<file path="config.mk">
export PLATFORM = sky130hd
export DESIGN_NAME = proc_control_unit
export DESIGN_NICKNAME = d
export VERILOG_FILES = /design/src/rtl/proc_pkg.sv /design/src/rtl/proc_pc_reg.sv /design/src/rtl/proc_control_unit.sv
export SDC_FILE = /design/constraint.sdc
export NUM_CORES = 1
export LEC_CHECK = 0
export ABC_AREA = 1
export CAP_MARGIN = 15
export CORE_MARGIN = 1
export CORE_UTILIZATION = 40
export CTS_CLUSTER_DIAMETER = 80
export DETAILED_ROUTE_END_ITERATION = 10
export DONT_BUFFER_PORTS = 1
export GPL_TIMING_DRIVEN = 0
export PLACE_DENSITY = 0.56
export SKIP_CTS_REPAIR_TIMING = 1
export SYNTH_ARGS = -nofsm -noshare
export SYNTH_HDL_FRONTEND = slang
export SYNTH_SLANG_ARGS = --single-unit
</file>
<file path="constraint.sdc">
create_clock -name Clock -period 2 [get_ports Clock]
set_clock_uncertainty 0.2 [all_clocks]
set_input_delay 0 -clock Clock [delete_from_list [all_inputs] [get_ports Clock]]
set_output_delay 0 -clock Clock [all_outputs]
set_load 0.05 [all_outputs]
</file>
<file path="src/rtl/proc_pkg.sv">
// Shared types and constants for the multi-cycle processor controller.
package proc_pkg;

    // Instruction opcodes held in IR[15:12]; A..F are undefined.
    typedef enum logic [3:0] {
        OP_NOOP  = 4'h0,
        OP_STORE = 4'h1,
        OP_LOAD  = 4'h2,
        OP_ADD   = 4'h3,
        OP_SUB   = 4'h4,
        OP_HALT  = 4'h5,
        OP_JZ    = 4'h6,
        OP_COPY  = 4'h7,
        OP_INC   = 4'h8,
        OP_JMP   = 4'h9
    } opcode_e;

    // Controller states; the encoding is visible on the State debug port.
    typedef enum logic [3:0] {
        S_INIT   = 4'd0,
        S_FETCH  = 4'd1,
        S_DECODE = 4'd2,
        S_NOOP   = 4'd3,
        S_LOAD_A = 4'd4,
        S_LOAD_B = 4'd5,
        S_STORE  = 4'd6,
        S_EXEC   = 4'd7,
        S_HALT   = 4'd8,
        S_BRANCH = 4'd9
    } state_e;

    // ALU operation selects.
    localparam logic [2:0] ALU_ADD  = 3'd0;
    localparam logic [2:0] ALU_SUB  = 3'd1;
    localparam logic [2:0] ALU_INC  = 3'd2;
    localparam logic [2:0] ALU_COPY = 3'd3;
    localparam logic [2:0] ALU_NONE = 3'd7;

    // IR field positions.
    localparam int IR_OP_MSB = 15;
    localparam int IR_OP_LSB = 12;
    localparam int IR_RA_MSB = 11;
    localparam int IR_RA_LSB = 8;
    localparam int IR_RB_MSB = 7;
    localparam int IR_RB_LSB = 4;
    localparam int IR_W_MSB  = 3;
    localparam int IR_W_LSB  = 0;
    localparam int IR_LD_MSB = 11;  // load address IR[11:4]
    localparam int IR_LD_LSB = 4;
    localparam int IR_ST_MSB = 7;   // store address / JZ target IR[7:0]
    localparam int IR_ST_LSB = 0;

    // ALU select for the register-to-register group.
    function automatic logic [2:0] alu_sel(input logic [3:0] op);
        case (op)
            OP_ADD:  return ALU_ADD;
            OP_SUB:  return ALU_SUB;
            OP_INC:  return ALU_INC;
            OP_COPY: return ALU_COPY;
            default: return ALU_NONE;
        endcase
    endfunction

endpackage

</file>
<file path="src/rtl/proc_pc_reg.sv">
// Program counter register: clear beats load beats increment; wraps at 2^PC_W.
module proc_pc_reg #(
    parameter int PC_W = 7
) (
    input  logic            Clock,
    input  logic            Reset,
    input  logic            clr,
    input  logic            inc,
    input  logic            load,
    input  logic [PC_W-1:0] load_val,
    output logic [PC_W-1:0] pc
);

    // Prioritised PC update.
    always_ff @(posedge Clock or posedge Reset) begin
        if (Reset)     pc <= '0;
        else if (clr)  pc <= '0;
        else if (load) pc <= load_val;
        else if (inc)  pc <= pc + PC_W'(1);
    end

endmodule

</file>
<file path="src/rtl/proc_control_unit.sv">
// Multi-cycle controller: owns PC and IR, sequences fetch/decode/execute,
// guards every handshake state with a watchdog.
module proc_control_unit
    import proc_pkg::*;
#(
    parameter int PC_W       = 7,
    parameter int WAIT_LIMIT = 15
) (
    input  logic            Clock,
    input  logic            Reset,
    output logic [PC_W-1:0] imem_addr,
    output logic            imem_req,
    input  logic            imem_ack,
    input  logic [15:0]     imem_data,
    output logic [15:0]     IR,
    output logic [7:0]      D_addr,
    output logic            D_rd,
    output logic            D_wr,
    input  logic            dmem_ready,
    output logic            RF_s,
    output logic            RF_W_en,
    output logic [3:0]      RF_W_addr,
    output logic [3:0]      RF_Ra_addr,
    output logic [3:0]      RF_Rb_addr,
    output logic [2:0]      Alu_s0,
    input  logic            alu_zero,
    output logic            halted,
    output logic            illegal_op,
    output logic            timeout,
    output logic [3:0]      State
);

    // Last watchdog count at which a pending handshake is still allowed to complete.
    localparam logic [7:0] WD_LAST = 8'(WAIT_LIMIT - 1);

    state_e          state;
    logic [15:0]     ir;
    logic [7:0]      wait_cnt;
    logic [PC_W-1:0] pc;
    logic            pc_clr, pc_inc, pc_load;
    logic [PC_W-1:0] pc_load_val;
    logic [11:0]     jmp_tgt;
    logic [3:0]      op;
    logic            wd_expired;

    assign op         = ir[IR_OP_MSB:IR_OP_LSB];
    assign wd_expired = (wait_cnt >= WD_LAST);
    assign IR         = ir;
    assign State      = state;
    assign imem_addr  = pc;

    // JZ takes the 8-bit field, JMP the 12-bit field; both resize to PC_W.
    assign jmp_tgt     = (op == OP_JZ) ? {4'b0, ir[IR_ST_MSB:IR_ST_LSB]} : ir[11:0];
    assign pc_load_val = PC_W'(jmp_tgt);

    proc_pc_reg #(.PC_W(PC_W)) u_pc (
        .Clock    (Clock),
        .Reset    (Reset),
        .clr      (pc_clr),
        .inc      (pc_inc),
        .load     (pc_load),
        .load_val (pc_load_val),
        .pc       (pc)
    );

    // State sequencing, IR capture, watchdog count and sticky timeout.
    always_ff @(posedge Clock or posedge Reset) begin
        if (Reset) begin
            state    <= S_INIT;
            ir       <= '0;
            wait_cnt <= '0;
            timeout  <= 1'b0;
        end else begin
            wait_cnt <= '0;  // any state change restarts the watchdog
            case (state)
                S_INIT:   state <= S_FETCH;
                S_FETCH: begin
                    if (imem_ack) begin
                        ir    <= imem_data;
                        state <= S_DECODE;
                    end else if (wd_expired) begin
                        timeout <= 1'b1;
                        state   <= S_HALT;
                    end else begin
                        wait_cnt <= wait_cnt + 8'd1;
                    end
                end
                S_DECODE: begin
                    case (op)
                        OP_NOOP:                         state <= S_NOOP;
                        OP_STORE:                        state <= S_STORE;
                        OP_LOAD:                         state <= S_LOAD_A;
                        OP_ADD, OP_SUB, OP_COPY, OP_INC: state <= S_EXEC;
                        OP_HALT:                         state <= S_HALT;
                        OP_JZ, OP_JMP:                   state <= S_BRANCH;
                        default:                         state <= S_FETCH;
                    endcase
                end
                S_LOAD_A: begin
                    if (dmem_ready) begin
                        state <= S_LOAD_B;
                    end else if (wd_expired) begin
                        timeout <= 1'b1;
                        state   <= S_HALT;
                    end else begin
                        wait_cnt <= wait_cnt + 8'd1;
                    end
                end
                S_STORE: begin
                    if (dmem_ready) begin
                        state <= S_FETCH;
                    end else if (wd_expired) begin
                        timeout <= 1'b1;
                        state   <= S_HALT;
                    end else begin
                        wait_cnt <= wait_cnt + 8'd1;
                    end
                end
                S_NOOP, S_LOAD_B, S_EXEC, S_BRANCH: state <= S_FETCH;
                S_HALT:   state <= S_HALT;
                default:  state <= S_INIT;
            endcase
        end
    end

    // Output decode from the current state and IR; everything idle by default.
    always_comb begin
        imem_req    = 1'b0;
        D_addr      = '0;
        D_rd        = 1'b0;
        D_wr        = 1'b0;
        RF_s        = 1'b0;
        RF_W_en     = 1'b0;
        RF_W_addr   = '0;
        RF_Ra_addr  = '0;
        RF_Rb_addr  = '0;
        Alu_s0      = ALU_NONE;
        halted      = 1'b0;
        illegal_op  = 1'b0;
        pc_clr      = 1'b0;
        pc_inc      = 1'b0;
        pc_load     = 1'b0;
        case (state)
            S_INIT:  pc_clr   = 1'b1;
            S_FETCH: imem_req = 1'b1;
            S_DECODE: begin
                if (op <= OP_JMP) pc_inc     = 1'b1;
                else              illegal_op = 1'b1;
            end
            S_LOAD_A: begin
                D_addr    = ir[IR_LD_MSB:IR_LD_LSB];
                D_rd      = 1'b1;
                RF_s      = 1'b1;
                RF_W_addr = ir[IR_W_MSB:IR_W_LSB];
            end
            S_LOAD_B: begin
                D_addr    = ir[IR_LD_MSB:IR_LD_LSB];
                RF_s      = 1'b1;
                RF_W_en   = 1'b1;
                RF_W_addr = ir[IR_W_MSB:IR_W_LSB];
            end
            S_STORE: begin
                D_addr     = ir[IR_ST_MSB:IR_ST_LSB];
                D_wr       = 1'b1;
                RF_Ra_addr = ir[IR_RA_MSB:IR_RA_LSB];
            end
            S_EXEC: begin
                RF_Ra_addr = ir[IR_RA_MSB:IR_RA_LSB];
                RF_Rb_addr = ir[IR_RB_MSB:IR_RB_LSB];
                RF_W_addr  = ir[IR_W_MSB:IR_W_LSB];
                RF_W_en    = 1'b1;
                Alu_s0     = alu_sel(op);
            end
            S_BRANCH: begin
                if (op == OP_JZ) begin
                    RF_Ra_addr = ir[IR_RA_MSB:IR_RA_LSB];
                    Alu_s0     = ALU_COPY;
                    pc_load    = alu_zero;
                end else begin
                    pc_load = 1'b1;
                end
            end
            S_HALT:  halted = 1'b1;
            default: ;
        endcase
    end

endmodule

</file>
After elaboration in Yosys (flattened, before gate mapping)
Memory sizes are Yosys's and may differ from the RTL's.
Cells that the tools add are included.
{ "classes": {"n_mux": 37, "order_cmp": 2, "reduce_logical": 11, "eq_ne": 16, "addsub": 2} }
{ "ops": {"columns": ["cell", "n"], "rows": [
  ["case mux 8 bit (2 select lines)", 2],
  ["equality test 4 x 3 -> 1 bit, second input constant", 7],
  ["two-way mux 4 bit", 7],
  ["two-way mux 8 bit", 3],
  ["case mux 4 bit (6 select lines)", 1],
  ["two-way mux 7 bit", 3],
  ["two-way mux 1 bit", 16],
  ["equality test 4 x 2 -> 1 bit, second input constant", 3],
  ["equality test 4 bit, second input constant", 3],
  ["case mux 3 bit (4 select lines)", 1],
  ["adder 8 x 1 -> 8 bit, second input constant", 1],
  ["greater-or-equal comparator 8 x 4 -> 1 bit, second input constant", 1],
  ["case mux 4 bit (2 select lines)", 1],
  ["OR reduction 2 bit", 4],
  ["adder 7 x 1 -> 7 bit, second input constant", 1],
  ["case mux 3 bit (2 select lines)", 1],
  ["OR reduction 5 bit", 1],
  ["equality test 4 x 1 -> 1 bit, second input constant", 1],
  ["less-or-equal comparator 4 bit, second input constant", 1],
  ["zero test 4 bit", 1],
  ["inequality test 2 bit, second input constant", 2],
  ["two-way mux 3 bit", 1],
  ["AND reduction 3 bit", 1],
  ["nonzero test 3 bit", 1],
  ["4 further kinds", 4]
]} }
{ "totals": {"out_inout_bits": 58, "memories": 1, "word_cells": 74, "mem_bits_ro": 64, "regBits": 36} }
{ "mem_list": {"columns": ["memory", "depth", "word_bits", "rd", "rd_clocked_by_memory_dff", "wr", "line", "rtl"], "rows": [
  ["(name not given)", 16, 4, 1, 0, 0, "proc_control_unit.sv:89", "case (op)"]
]} }

Longest topological paths before layout
{ "depth": {"word_depth": 6, "ltp_mapped": 9, "mapped_depth_nobuf": 9} }

By module
A second synthesis with hierarchy kept.
{ "unflattened": {"cells_unflattened": 311, "area_unflattened_um2": 2301.0} }
{ "by_module_without_submodules": {"columns": ["module", "area_each_um2", "cells_each", "n_inst"], "rows": [
  ["proc_control_unit", 1795.5, 238, 1],
  ["proc_pc_reg", 505.5, 73, 1]
]} }

Least setup slack after synthesis
No wires, ideal clock.
{ "synth_path": {"kind": "reg2out", "start": "register state[1] (netlist: State[1])", "end": "output D_addr[0]", "stages_incl_launch_ff": 5, "setup_slack_ps": -1009, "arrival_ps": 2809, "t_required_ps": 1800, "path_cell_list": "dfrtp_1 > nand2_1 > nor2_1 > inv_1 > o22ai_1"} }
{ "synth_between": {"elab_chain_len": 3, "word_cells_on_any_way": 5} }
{ "synth_rtl": {"columns": ["element", "line", "rtl"], "rows": [
  ["start, declared", "proc_control_unit.sv:36", "state_e state;"],
  ["start signal, assigned", "proc_control_unit.sv:69", "state <= S_INIT;"],
  ["start signal, assigned", "proc_control_unit.sv:76", "S_INIT: state <= S_FETCH;"],
  ["start signal, assigned", "proc_control_unit.sv:80", "state <= S_DECODE;"],
  ["equality test 4 x 3 -> 1 bit", "proc_control_unit.sv:143", "case (state)"],
  ["OR reduction 2 bit (no source line)", null, null],
  ["case mux 8 bit (2 select lines) (*)", "proc_control_unit.sv:143", null],
  ["end, declared", "proc_control_unit.sv:16", "output logic [7:0] D_addr,"]
]} }
Mark *: on every way between the ends. The rest lies on a longest branch, timed or not.

Final worst setup path
{ "layout_path": {"start": "register state[3] (netlist: State[3])", "end": "output D_addr[7]"} }
Same word-level chain as after synthesis.

==> metrics.md <==
| Metric | Value |
|---|---|
| Hold Vio Cnt, Final | `1` |
| Placer congestion estimate | `0.867` |
| Commonest cells post-synth | `47 x nor2_1, 43 x nand2_1, 36 x dfrtp_1, 36 x inv_1, 33 x nand3_1` |
| Crit. End Element | `primary output` |
| DRT Pass-1 Iters | `4` |
| Dominant cells by area after synthesis | `dfrtp_1 42%, nor2_1 8.2%, nand3_1 7.7%, nand2_1 7.5%, inv_1 6.3%` |
| Cell Area, Synth | `2140 µm²` |
| Net Sw Power | `0.00268 W` |
| Starting Density | `41.7%` |
| Seq pwr share | `45.2%` |
| CP max stage cell | `dfrtp_4` |
| Critical Path RT | `1.80 ns` |
| RR Endpoint | `State[2]` |
| Cts bufs inserted | `5` |
| Most common cell in the netlist | `nor2_1` |
| Setup slack, reg-to-reg | `-0.09 ns` |
| Crit path time final | `2.38 ns` |
| EDFF count, synth | `0` |
| Max Transition Viols Final | `0` |
| Vias in the first global route | `1,773` |
| Layout Nets | `348` |
| CTS H-tree lvls | `2` |
| Sequential share of the synthesized area | `42.0%` |
| TritonCTS sink count | `36` |
| Worst hold path depth | `6` |
| Worst-skew pair later-pin latency | `0.29 ns` |
| Slowest stage delay, CP | `0.59 ns` |
| Worst Max-Slew Pin Slew | `0.870 ns` |
| DP Wirelength | `4140 µm` |
| Crit-path cells | `inv_4 > nand2_8 > nor2_4 > clkinvlp_4 > buf_12 > o22ai_4` |
| Fin crit share | `119%` |
| Worst-path clk slew | `0.07 ns` |
| Delay-heaviest family, CP | `flip-flops` |
| CP Buf/Inv Count | `3` |
| DR iter-0 viols | `103` |
| Synth Area in Adders | `4.67%` |
| # Max-Cap Violations | `0` |
| WP data arrival | `2.18 ns` |
| Int Pwr | `0.00190 W` |
| Hold Crit Start | `alu_zero` |
| Fin Hold WS | `-0.000125 ns` |
| Drc violations | `0` |
| Syn. warnings | `0` |
| Post-Syn Instances | `278` |
| Flop and latch count out of synthesis | `36` |
| CTS tree | `done` |
| Congestion Overflow GR | `0` |
| Final Non-Filler Cells | `390` |
| Setup ws final | `-0.382 ns` |
| Xor/xnor share of the synthesized area | `1.23%` |
| Area grow syn2layout | `41.9%` |
| DIE AREA | `5660 µm²` |
| Failing checks | `negative hold slack, negative setup slack` |
| RSZ-0062 raised after global routing | `yes` |
| Sw frac | `58.5%` |
| First-pass GRT wire length | `8980 µm` |
| Hold Path End | `u_pc.pc[5]` |
| Final setup fails | `35` |
| Combinational Power Share | `42.1%` |
| Ports | `79` |
| Port buffer count | `0` |
| Startpoint type of the worst setup path | `register` |
| Routed vias/inst | `5.04` |
| Largest net degree at the start of global routing | `37` |
| Total Routing Usage GR | `21.2%` |
| Placed Instances | `350` |
| Asr flop ratio synth | `100%` |
| Ant. Diodes | `0` |
| R2r startpoint | `State[3]` |
| Worst r2r path cells | `6` |
| CTS Buffer Depth | `2` |
| Die Y | `75.2 µm` |
| Num rows | `26` |
| Layout cells sized above 1 | `30.9%` |
| DRT antenna net count | `0` |
| Top_reg_cell synth | `dfrtp_1` |
| Largest family of logic cells by synthesized area | `simple AND/OR/NAND/NOR gates` |
| Cell taking the most area after synthesis | `dfrtp_1` |
| Fmax | `420 MHz` |
| Core area | `5140 µm²` |
| Share of the synthesized area in the top cell type | `42.0%` |
| Root Buffer | `clkbuf_8` |
| Cell Area, Placed | `2430 µm²` |
| Worst rel slew slack | `41.7%` |
| Clk pwr share | `12.8%` |
| CP Max Fanout | `8` |
| Mux contribution to synthesized area | `0%` |
| Status | `finished with violations` |
| Cell area power density | `1500 nW/µm²` |
| Final Total Pwr | `0.00458 W` |
| Max VDD drop | `973 µV` |
| Final instance area | `3040 µm²` |
| Detailed Route WL | `5910 µm` |
| Die width | `75.2 µm` |
| Compound-Gate Fraction of Synth Area | `9.22%` |
| Synthesized area per cell | `7.71 µm²` |
| Total number of vias | `1,967` |
| Setup CP Type | `reg -> out` |
| Synth cell types | `33` |
| Post-Synth Simple-Gate Area | `34.2%` |
| Worst hold path class | `in -> reg` |
| Leak | `1.36 nW` |
| Wirelength per Cell | `15.2 µm` |
| Initial antenna violation count | `0` |
[power by group through the flow]
stage                     Clock (W)  Combinational, W  Sequential (W)
after global placement            0           0.00159         0.00201
final                      0.000584           0.00192         0.00207
after CTS                  0.000596           0.00161         0.00200
after global routing       0.000635           0.00211         0.00211
after detailed placement          0           0.00161         0.00201
after floorplan                   0           0.00135         0.00194
[cell usage in the layout, fill, tap and decap left out, types with 2 or more instances in the layout]
cell and count:
nor2_1 30, dfrtp_2 4, nor2_2 5, inv_2 4, clkinvlp_4 3, dlygate4sd3_1 19
nand2_1 40, ha_1 5, dfrtp_4 6, xor2_1 2, ha_4 2, nand4_1 5
dfrtp_1 26, a21oi_1 16, nand3_2 4, nand3_1 30, o21ai_1 2, nand2_2 4
buf_4 13, nand2_8 2, inv_1 29, conb_1 3, clkbuf_8 7, o21ai_2 2
inv_4 3, nand2_4 5, o22ai_4 8, o21ai_0 5, nor2_4 14
[layout make-up]
| type | count | area, µm² |
|---|---|---|
| Buffer | 4 | 31.3 |
| Clock buffer | 8 | 100 |
| Fill cell | 461 | 2100 |
| Inverter | 40 | 176 |
| Multi-Input combinational cell | 200 | 1410 |
| Sequential cell | 36 | 928 |
| Tap cell | 70 | 87.6 |
| Timing Repair Buffer | 32 | 308 |
[metal layers]
| layer | global-route usage [%] | share of wire [%] | vias to the layer above |
|---|---|---|---|
| met5 | 0 | 0 | - |
| met4 | 4.94 | 0.32 | 0 |
| met3 | 7.63 | 7.5 | 2 |
| met2 | 32.0 | 48 | 62 |
| met1 | 29.3 | 44 | 924 |
| li1 | - | - | 979 |
[registers in the layout, indices dropped and copies added, names as in the netlist]
signal and cells:
IR 16, State 4, timeout 1, u_pc.pc 7, wait_cnt 8
[worst max path at each step]
stage	start	end	slack, ns	cells past startpoint
2_1_floorplan	State[0]	D_addr[0]	-0.15	5
3_3_place_gp	IR[12]	illegal_op	-0.37	5
3_5_place_dp	IR[12]	illegal_op	-0.37	5
4_1_cts	IR[12]	illegal_op	-0.70	5
5_1_grt	State[3]	D_addr[7]	-0.48	6
6_report	State[3]	D_addr[7]	-0.38	6
[stage by stage]
| stage | setup WS [ns] | TNS [ns] | util (%) |
|---|---|---|---|
| floorplan | -0.147 | -1.68 | - |
| global placement | -0.366 | -6.27 | 47.3 |
| detailed placement | -0.371 | -6.42 | 47.3 |
| CTS | -0.698 | -14.72 | 49.2 |
| global route | -0.477 | -11.22 | 59.2 |
| finish | -0.382 | -7.10 | 59.2 |
[worst reg2reg max path: stages (launching register included)]
cell and delay, ns:
dfrtp_4 0.59, inv_4 0.12, nand2_8 0.07, buf_4 0.16, nor3_2 0.66, nand2_1 0.13, nand3_1 0.09
[kinds of logic after synthesis]
family          count (synthesis)
flops                          36
compound gates                 36
xor+xnor                        3
other cells                     1
buf+inv                        44
fa+ha+maj                       8
simple gates                  150
Power figures use the tool's default switching activity.
